==> src/rtl/fifo_pkg.sv <==
// Shared types and helpers for the synchronous FIFO family.
// Optional error-flag feature is selected by the FIFO_ERR_EN macro.
package fifo_pkg;

    // Status bundle consumed by downstream arbiters
    typedef struct packed {
        logic full;
        logic empty;
        logic almost_full;
        logic almost_empty;
    } fifo_status_t;

    // Advance a pointer, wrapping at depth-1 for any depth
    function automatic int unsigned ptr_inc(input int unsigned ptr, input int unsigned depth);
        return (ptr == depth - 1) ? 0 : ptr + 1;
    endfunction

    function automatic int unsigned cnt_width(input int unsigned depth);
        return $clog2(depth + 1);
    endfunction

endpackage

==> src/rtl/fifo_sync_ctrl_if.sv <==
// Handshake/status bundle between a FIFO user (master) and fifo_sync_ctrl (slave).
// Error ports exist only when FIFO_ERR_EN is defined.
interface fifo_sync_ctrl_if
    import fifo_pkg::*;
#(
    parameter int unsigned DATA_W = 16,
    parameter int unsigned DEPTH  = 256
);
    localparam int unsigned CW = cnt_width(DEPTH);

    logic              flush;
    logic              push;
    logic [DATA_W-1:0] wr_data;
    logic              pop;
    logic [DATA_W-1:0] rd_data;
    logic              rd_valid;
    logic              full;
    logic              empty;
    logic              almost_full;
    logic              almost_empty;
    logic [CW-1:0]     count;
`ifdef FIFO_ERR_EN
    logic              overflow;
    logic              underflow;
    logic              err_clr;

    modport master (
        output flush, push, wr_data, pop, err_clr,
        input  rd_data, rd_valid, full, empty, almost_full, almost_empty, count,
               overflow, underflow
    );
    modport slave (
        input  flush, push, wr_data, pop, err_clr,
        output rd_data, rd_valid, full, empty, almost_full, almost_empty, count,
               overflow, underflow
    );
`else
    modport master (
        output flush, push, wr_data, pop,
        input  rd_data, rd_valid, full, empty, almost_full, almost_empty, count
    );
    modport slave (
        input  flush, push, wr_data, pop,
        output rd_data, rd_valid, full, empty, almost_full, almost_empty, count
    );
`endif
endinterface

==> src/rtl/fifo_ram.sv <==
// Simple dual-port storage: one write port, one registered read port (block-RAM style).
// Read of an address being written in the same cycle returns the old word.
module fifo_ram #(
    parameter int unsigned DATA_W = 16,
    parameter int unsigned DEPTH  = 256
) (
    input  logic                       clk,
    input  logic                       reset,
    input  logic                       wr_en,
    input  logic [$clog2(DEPTH)-1:0]   wr_addr,
    input  logic [DATA_W-1:0]          wr_data,
    input  logic                       rd_en,
    input  logic [$clog2(DEPTH)-1:0]   rd_addr,
    output logic [DATA_W-1:0]          rd_data
);
    logic [DATA_W-1:0] mem [DEPTH];

    always_ff @(posedge clk) begin
        if (wr_en)
            mem[wr_addr] <= wr_data;
    end

    // Output register uses the block-RAM output-register sync reset
    always_ff @(posedge clk) begin
        if (reset)
            rd_data <= '0;
        else if (rd_en)
            rd_data <= mem[rd_addr];
    end
endmodule

==> src/rtl/fifo_sync_ctrl.sv <==
// Synchronous FIFO for the Z-buffer datapath: any depth, occupancy count, threshold flags, flush.
// Define FIFO_ERR_EN to add sticky overflow/underflow flags with err_clr.
module fifo_sync_ctrl
    import fifo_pkg::*;
#(
    parameter int unsigned DATA_W   = 16,
    parameter int unsigned DEPTH    = 256,
    parameter int unsigned AF_LEVEL = DEPTH - 2,
    parameter int unsigned AE_LEVEL = 2
) (
    input  logic       clk,
    input  logic       reset,
    fifo_sync_ctrl_if.slave fifo
);
    localparam int unsigned PW = $clog2(DEPTH);
    localparam int unsigned CW = cnt_width(DEPTH);

    logic [PW-1:0] wr_ptr, rd_ptr;
    logic [CW-1:0] count_q;
    fifo_status_t  status_q;
    logic          rd_valid_q;

    logic          pop_ok_c, push_ok_c;
    logic [CW-1:0] count_next_c;

    always_comb begin
        pop_ok_c     = fifo.pop & ~status_q.empty;
        push_ok_c    = fifo.push & (~status_q.full | pop_ok_c);
        count_next_c = count_q + CW'(push_ok_c) - CW'(pop_ok_c);
    end

    // Pointers, count and flags; flags come from count_next so they track count
    always_ff @(posedge clk) begin
        if (reset || fifo.flush) begin
            wr_ptr                <= '0;
            rd_ptr                <= '0;
            count_q               <= '0;
            status_q.full         <= 1'b0;
            status_q.empty        <= 1'b1;
            status_q.almost_full  <= 1'b0;
            status_q.almost_empty <= 1'b1;
            rd_valid_q            <= 1'b0;
        end else begin
            if (push_ok_c)
                wr_ptr <= PW'(ptr_inc(32'(wr_ptr), DEPTH));
            if (pop_ok_c)
                rd_ptr <= PW'(ptr_inc(32'(rd_ptr), DEPTH));
            count_q               <= count_next_c;
            status_q.full         <= (count_next_c == CW'(DEPTH));
            status_q.empty        <= (count_next_c == '0);
            status_q.almost_full  <= (count_next_c >= CW'(AF_LEVEL));
            status_q.almost_empty <= (count_next_c <= CW'(AE_LEVEL));
            rd_valid_q            <= pop_ok_c;
        end
    end

    // Flush holds rd_data, so the read port is gated by it; reset clears it inside the RAM
    fifo_ram #(
        .DATA_W (DATA_W),
        .DEPTH  (DEPTH)
    ) u_ram (
        .clk     (clk),
        .reset   (reset),
        .wr_en   (push_ok_c & ~fifo.flush & ~reset),
        .wr_addr (wr_ptr),
        .wr_data (fifo.wr_data),
        .rd_en   (pop_ok_c & ~fifo.flush),
        .rd_addr (rd_ptr),
        .rd_data (fifo.rd_data)
    );

    assign fifo.rd_valid     = rd_valid_q;
    assign fifo.count        = count_q;
    assign fifo.full         = status_q.full;
    assign fifo.empty        = status_q.empty;
    assign fifo.almost_full  = status_q.almost_full;
    assign fifo.almost_empty = status_q.almost_empty;

`ifdef FIFO_ERR_EN
    logic overflow_q, underflow_q;
    logic ovf_set_c, unf_set_c;

    always_comb begin
        ovf_set_c = fifo.push & status_q.full & ~pop_ok_c;
        unf_set_c = fifo.pop & status_q.empty;
    end

    // Sticky error flags; a new error wins over a coincident err_clr
    always_ff @(posedge clk) begin
        if (reset || fifo.flush) begin
            overflow_q  <= 1'b0;
            underflow_q <= 1'b0;
        end else begin
            overflow_q  <= ovf_set_c | (overflow_q  & ~fifo.err_clr);
            underflow_q <= unf_set_c | (underflow_q & ~fifo.err_clr);
        end
    end

    assign fifo.overflow  = overflow_q;
    assign fifo.underflow = underflow_q;
`endif
endmodule

==> src/flat_wrapper.sv <==
// flat-port wrapper written by rule: the top's interface ports become plain ports
module fifo_sync_ctrl_flat import fifo_pkg::*;
#(
    parameter int unsigned DATA_W   = 16,
    parameter int unsigned DEPTH    = 256,
    parameter int unsigned AF_LEVEL = DEPTH - 2,
    parameter int unsigned AE_LEVEL = 2
)
  (clk, reset, fifo_flush, fifo_push, fifo_wr_data, fifo_pop, fifo_rd_data, fifo_rd_valid, fifo_full, fifo_empty, fifo_almost_full, fifo_almost_empty, fifo_count);
  fifo_sync_ctrl_if #(.DATA_W(DATA_W), .DEPTH(DEPTH)) fifo_i ();
  input  logic clk;
  input  logic reset;
  input wire logic [$bits(fifo_i.flush)-1:0] fifo_flush;
  input wire logic [$bits(fifo_i.push)-1:0] fifo_push;
  input wire logic [$bits(fifo_i.wr_data)-1:0] fifo_wr_data;
  input wire logic [$bits(fifo_i.pop)-1:0] fifo_pop;
  output wire logic [$bits(fifo_i.rd_data)-1:0] fifo_rd_data;
  output wire logic [$bits(fifo_i.rd_valid)-1:0] fifo_rd_valid;
  output wire logic [$bits(fifo_i.full)-1:0] fifo_full;
  output wire logic [$bits(fifo_i.empty)-1:0] fifo_empty;
  output wire logic [$bits(fifo_i.almost_full)-1:0] fifo_almost_full;
  output wire logic [$bits(fifo_i.almost_empty)-1:0] fifo_almost_empty;
  output wire logic [$bits(fifo_i.count)-1:0] fifo_count;
  assign fifo_i.flush = fifo_flush;
  assign fifo_i.push = fifo_push;
  assign fifo_i.wr_data = fifo_wr_data;
  assign fifo_i.pop = fifo_pop;
  assign fifo_rd_data = fifo_i.rd_data;
  assign fifo_rd_valid = fifo_i.rd_valid;
  assign fifo_full = fifo_i.full;
  assign fifo_empty = fifo_i.empty;
  assign fifo_almost_full = fifo_i.almost_full;
  assign fifo_almost_empty = fifo_i.almost_empty;
  assign fifo_count = fifo_i.count;
  fifo_sync_ctrl #(.DATA_W(DATA_W), .DEPTH(DEPTH), .AF_LEVEL(AF_LEVEL), .AE_LEVEL(AE_LEVEL)) u_core (.clk(clk), .reset(reset), .fifo(fifo_i));
endmodule
==> config.mk <==
export PLATFORM = sky130hd
export DESIGN_NAME = fifo_sync_ctrl_flat
export DESIGN_NICKNAME = d
export VERILOG_FILES = /design/src/rtl/fifo_pkg.sv /design/src/rtl/fifo_sync_ctrl_if.sv /design/src/rtl/fifo_ram.sv /design/src/rtl/fifo_sync_ctrl.sv /design/src/flat_wrapper.sv
export SDC_FILE = /design/constraint.sdc
export NUM_CORES = 2
export LEC_CHECK = 0
export CORE_ASPECT_RATIO = 0.7
export CORE_UTILIZATION = 60
export CTS_CLUSTER_SIZE = 10
export DETAILED_ROUTE_END_ITERATION = 16
export PLACE_DENSITY = 0.76
export SLEW_MARGIN = 20
export SYNTH_ARGS = -nofsm -noshare
export SYNTH_HDL_FRONTEND = slang
export SYNTH_HIERARCHICAL = 1
export SYNTH_SLANG_ARGS = --single-unit
==> constraint.sdc <==
create_clock -name clk -period 8.78 [get_ports clk]
set_input_delay 2.634 -clock clk [delete_from_list [all_inputs] [get_ports clk]]
set_output_delay 2.634 -clock clk [all_outputs]
set_load 0.05 [all_outputs]
=== Word level (Yosys, flattened, before mapping) ===
Memories as Yosys holds them, arrays and structs flattened. A register that Yosys moved wholly into a read port is not among the register bits.
Cells that the tools add are included.

* Bits in registers: 30
* Bits in latches: 0
* Memory bits (writable): 4096
* Bits in read-only memories: 0
* Bits of input ports: 21
* Output and inout port bits: 30
* Logic and storage cells: 34
* Memories kept: 1

{| class="wikitable"
|+ Memory list
! name !! depth !! width !! read ports !! clocked after memory_dff !! wr ports !! RTL line !! RTL
|-
| u_core.u_ram.mem || 256 || 16 || 1 || 1 || 1 || fifo_ram.sv:16 || <nowiki>logic [DATA_W-1:0] mem [DEPTH];</nowiki>
|}

* Add/sub/neg operators: 4
* Multiply operators: 0
* Div/mod/pow operators: 0
* Magnitude comparators: 2
* Eq/ne operators: 3
* Shift operators: 0
* Muxes and demuxes: 4
* Bitwise operators: 10
* Reduce and logical (&&, ||, !) cells: 2

{| class="wikitable"
|+ Operator list
! kind !! number
|-
| 8-bit by 1-bit adder with 8-bit output, second input constant || 2
|-
| 8-bit == test, second input constant || 2
|-
| 8-bit two-way mux || 2
|-
| 9-bit by 1-bit adder with 9-bit output || 1
|-
| 9-bit == test, second input constant || 1
|-
| 9-bit by 8-bit greater-or-equal comparator with 1-bit output, second input constant || 1
|-
| 9-bit by 2-bit <= comparator with 1-bit output, second input constant || 1
|-
| 9-bit logical NOT || 1
|-
| 9-bit by 1-bit subtractor with 9-bit output || 1
|-
| 1-bit AND || 5
|-
| 1-bit inverter || 4
|-
| 1-bit two-way mux || 2
|-
| 1-bit logical OR || 1
|-
| 1-bit OR || 1
|}

=== Depth between registers and ports, before layout ===
* Depth after elaboration: 8
* Depth in mapped cells: 13
* Mapped depth without buffers: 12

=== Cells and area by module ===
Netlist, hierarchy kept.

{| class="wikitable"
|+ Modules (own cells, without submodules)
! module !! instances !! cells each !! area an instance (um2) !! seq. area each (um2)
|-
| fifo_ram || 1 || 7586 || 158948.7 || 123318.3
|-
| fifo_sync_ctrl || 1 || 192 || 1685.4 || 600.6
|}

=== Worst setup path before layout ===
Ideal clock, no wire load.

* Path kind: input port to flip-flop
* From: input port fifo_pop
* To: register u_core/fifo.almost_empty (netlist name)
* Arrival: 5.285 ns
* Data required time: 8.696 ns
* Slack: 3.411 ns
* Cell stages on the path: 12
* Buffers on the path: 0
* Cells stage by stage: nand2b_1 > a21boi_2 > inv_1 > ha_1 > inv_1 > ha_1 > fa_1 > nand3_1 > nor3b_2 > o221ai_1 > or4b_4 > o31ai_2

* Longest elaborated chain between the ends: 6

{| class="wikitable"
|+ Ends and longest elaborated chain
! element !! RTL line !! RTL
|-
| from (decl) || flat_wrapper.sv:16 || <nowiki>input wire logic [$bits(fifo_i.pop)-1:0] fifo_pop;</nowiki>
|-
| 1-bit AND * || fifo_sync_ctrl.sv:27 || <nowiki>pop_ok_c = fifo.pop & ~status_q.empty;</nowiki>
|-
| 1-bit OR || fifo_sync_ctrl.sv:28 || <nowiki>push_ok_c = fifo.push & (~status_q.full | pop_ok_c);</nowiki>
|-
| 1-bit AND || fifo_sync_ctrl.sv:28 ||
|-
| 9-bit by 1-bit adder with 9-bit output || fifo_sync_ctrl.sv:29 || <nowiki>count_next_c = count_q + CW'(push_ok_c) - CW'(pop_ok_c);</nowiki>
|-
| 9-bit by 1-bit subtractor with 9-bit output * || fifo_sync_ctrl.sv:29 ||
|-
| 9-bit by 2-bit <= comparator with 1-bit output * || fifo_sync_ctrl.sv:52 || <nowiki>status_q.almost_empty <= (count_next_c <= CW'(AE_LEVEL));</nowiki>
|}

Every way passes the cells marked *; elsewhere a longest branch is shown, timed or not.
A chain may end at the register's enable or synchronous reset.

=== Final worst setup path ===
* From: input port fifo_pop
* To: memory u_core.u_ram.mem[112][3], enable pin

* Longest elaborated chain between the ends: 7

{| class="wikitable"
|+ Ends and longest elaborated chain
! element !! RTL line !! RTL
|-
| 1-bit AND || fifo_sync_ctrl.sv:27 ||
|-
| 1-bit OR || fifo_sync_ctrl.sv:28 ||
|-
| 1-bit AND || fifo_sync_ctrl.sv:28 ||
|-
| 1-bit AND (2 in series) || fifo_sync_ctrl.sv:64 || <nowiki>.wr_en (push_ok_c & ~fifo.flush & ~reset),</nowiki>
|-
| 1-bit two-way mux || fifo_ram.sv:19 || <nowiki>if (wr_en)</nowiki>
|-
| 1-bit two-way mux (not written as such) || fifo_ram.sv:20 || <nowiki>mem[wr_addr] <= wr_data;</nowiki>
|-
| to (decl) || fifo_ram.sv:16 ||
|}

Every way passes these cells.

==> metrics.yaml <==
cpMaxStageDelayCell: "nand3_1"
fmaxAchievable_mhz: 159
dr_total_vias: 85900
rsz0062_at_grt: "false"
clock-skew-final_ns: 0.0601
cts_buffers: 457
cp_common_cell: "buf_4"
total_power_w: 0.0392
syn_area_mm2: 0.161
period_share: 0.715
cts_sinks: 4142
arrival_ns: 6.88
status: "finished with violations"
hp-class: "flop to flop"
clk_pin_slew_worst_paths_ns: 0.05
route.detailed.drc: 0
die_w_um: 620
cts_resized: 0
wirelength_mm: 451
hpwl_mm: 268
start_kind: "input port"
post_cts_buffers: 0
utilization: 0.671
critPathKind: "input port to flop"
async_flop_share: 0
synth_edf_count: 4096
syn_nets: 7811
synthCells: 7778
grt_pass1_wl_mm: 627
finalHoldViolCount: 0
fill_cells: 16000
final-max-slew-violation-count: 12
tns_ns: 0
area_delta_synth_final_pct: 10.9
die_h_um: 435
start_util: 0.605
layout_min_cycle_time_ns: 6.28
antenna_found_initial: 32
relSlewSlack: -0.0599
ys_types: 80
rows: 158
first_pass_iters: 10
clk_path_buf_depth: 4
crit_fanout: 19
vdd_drop_max_uv: 196
gp_congestion: 0.976
design_area_mm2: 0.178
io-pin-count: 51
path_cells: "clkdlybuf4s50_1, nand2b_1, a21boi_2, inv_1, nor2_1, buf_4, nand3_1, buf_4, nor2_1, buf_4"
numPortBuffers: 50
cts_tree: "built"
yosysWarnings: 6
syn_avg_cell_area_um2: 20.7
violations: "capacitance limit, slew limit"
cts-root-buf: "clkbuf_16"
crit_path_end_kind: "flop"
wl_per_cell_um: 38.0
synth_seq_cells: 4142
setup_violations: 0
p_per_area_mw_per_mm2: 220
grt_max_degree: 149
p_leak_nw: 53.7
cp_data_required_time_ns: 9.38
ys_seq_area_frac: 0.771
cap_violations: 1
worst_pin_slew_ns: 1.59
synth_ff_type: "edfxtp_1"
viasPerCell: 7.24
overflow: 0
critPathMaxStageDelay_ns: 0.77
placed_cell_area_mm2: 0.166
drt_iter0_drc: 15400
hold_slack_ns: 0.498
drtAntennaViolNets: 0
htree_levels: 5
drive_above_1_share: 0.204
ctsHoldBuffers: 0
die-area_mm2: 0.270
grt_pass1_vias: 82500
finish.net_count: 8263
design.core.area_mm2: 0.265
clk_latency_ns: 0.95
track_usage: 0.333
[Yosys cell counts (32+ instances only)]
library cell	number	area, µm²
edfxtp_1	4096	123000
mux2i_1	695	6960
mux4_2	676	15200
nor2_1	313	1170
nand2_1	247	927
o22ai_1	230	1440
clkbuf_1	165	619
a21oi_1	141	706
o221ai_1	123	1080
buf_2	98	490
a211oi_1	90	676
o21ai_0	87	435
buf_6	85	957
nand3_1	78	390
a22oi_1	73	548
dfxtp_1	46	921
nor3_1	44	220
a2111oi_0	40	350
nand4_1	32	200
[cell type report]
cell class	count	area, µm²	share of cell area
clock inverter	21	278	0.00156
inverter	23	95.1	0.000534
timing repair buffer	456	3960	0.0222
multi-input combinational	3150	33600	0.188
antenna	21	52.6	0.000295
tap	3520	4400	0.0247
clock buffer	539	11900	0.0665
sequential	4142	124000	0.696
[state kept, by name, indices dropped and copies added (netlist names)]
| signal | cells |
|---|---|
| u_core/u_ram/mem | 4096 |
| u_core/u_ram/rd_data | 16 |
| u_core/fifo.count | 9 |
| u_core/rd_ptr | 8 |
| u_core/wr_ptr | 8 |
| u_core/fifo.almost_empty | 1 |
| u_core/fifo.almost_full | 1 |
| u_core/fifo.empty | 1 |
| u_core/fifo.full | 1 |
| u_core/fifo.rd_valid | 1 |
[metal layers]
metal,part of all wire,up-vias,global-route usage
li1,-,33200,-
met1,0.35,44100,0.473
met2,0.43,7504,0.462
met3,0.18,1104,0.149
met4,0.042,36,0.112
met5,0.00056,-,0.00604
[through the flow]
step,std cells,setup slack [ns]
6_report,11900,2.50
5_1_grt,11900,2.56
4_1_cts,11800,2.73
3_5_place_dp,11300,1.75
3_3_place_gp,11300,1.84
2_1_floorplan,7778,3.41
[power by group]
group	internal (W)	total, W	switching [W]
combinational	0.000269	0.00100	0.000736
clock	0.00933	0.0164	0.00712
sequential	0.0218	0.0218	0.0000176
[critical path, delay by kind of cell]
family / cells / cell delay [ns]
compound gates: 1 / 0.54
simple gates: 4 / 1.84
buf+inv: 5 / 1.82
[placed cells by master (no fill, tap or decap), drive strengths merged, types with 11 or more instances in the layout]
cell type      count
nand4             32
ha                11
a22o              12
dfxtp             46
nor3              44
clkinv            15
a2111oi           49
and3              18
a21oi            141
a22oi             73
a211oi            90
diode             21
mux2i            695
o221ai           129
nor2             313
clkbuf           550
a221oi            18
buf              410
nand2            247
nand3             78
xor2              12
mux4             704
inv               29
o21ai             99
clkdlybuf4s50     34
edfxtp          4096
o22ai            230
[cells by family after synthesis]
group,synth area share
DFF,0.771
muxes,0.143
AOI/OAI and AO/OA,0.0402
and+or+nand+nor,0.0218
buffers and inverters,0.0217
xor gates and xnor gates,0.000818
adders and majority gates,0.000981
[path summary, 6_finish.rpt]
| check | from | end | slack [ns] | cells past startpoint |
|---|---|---|---|---|
| setup / recovery | fifo_pop | u_core/u_ram/mem[112][3] | 2.50 | 10 |
| hold / removal | u_core/u_ram/rd_data[5] | u_core/u_ram/rd_data[5] | 0.50 | 2 |
| setup reg to reg | u_core/rd_ptr[2] | u_core/u_ram/rd_data[7] | 3.46 | 9 |
| hold reg to reg | u_core/u_ram/rd_data[5] | u_core/u_ram/rd_data[5] | 0.50 | 2 |
No activity file was read; power rests on OpenSTA's default activity.
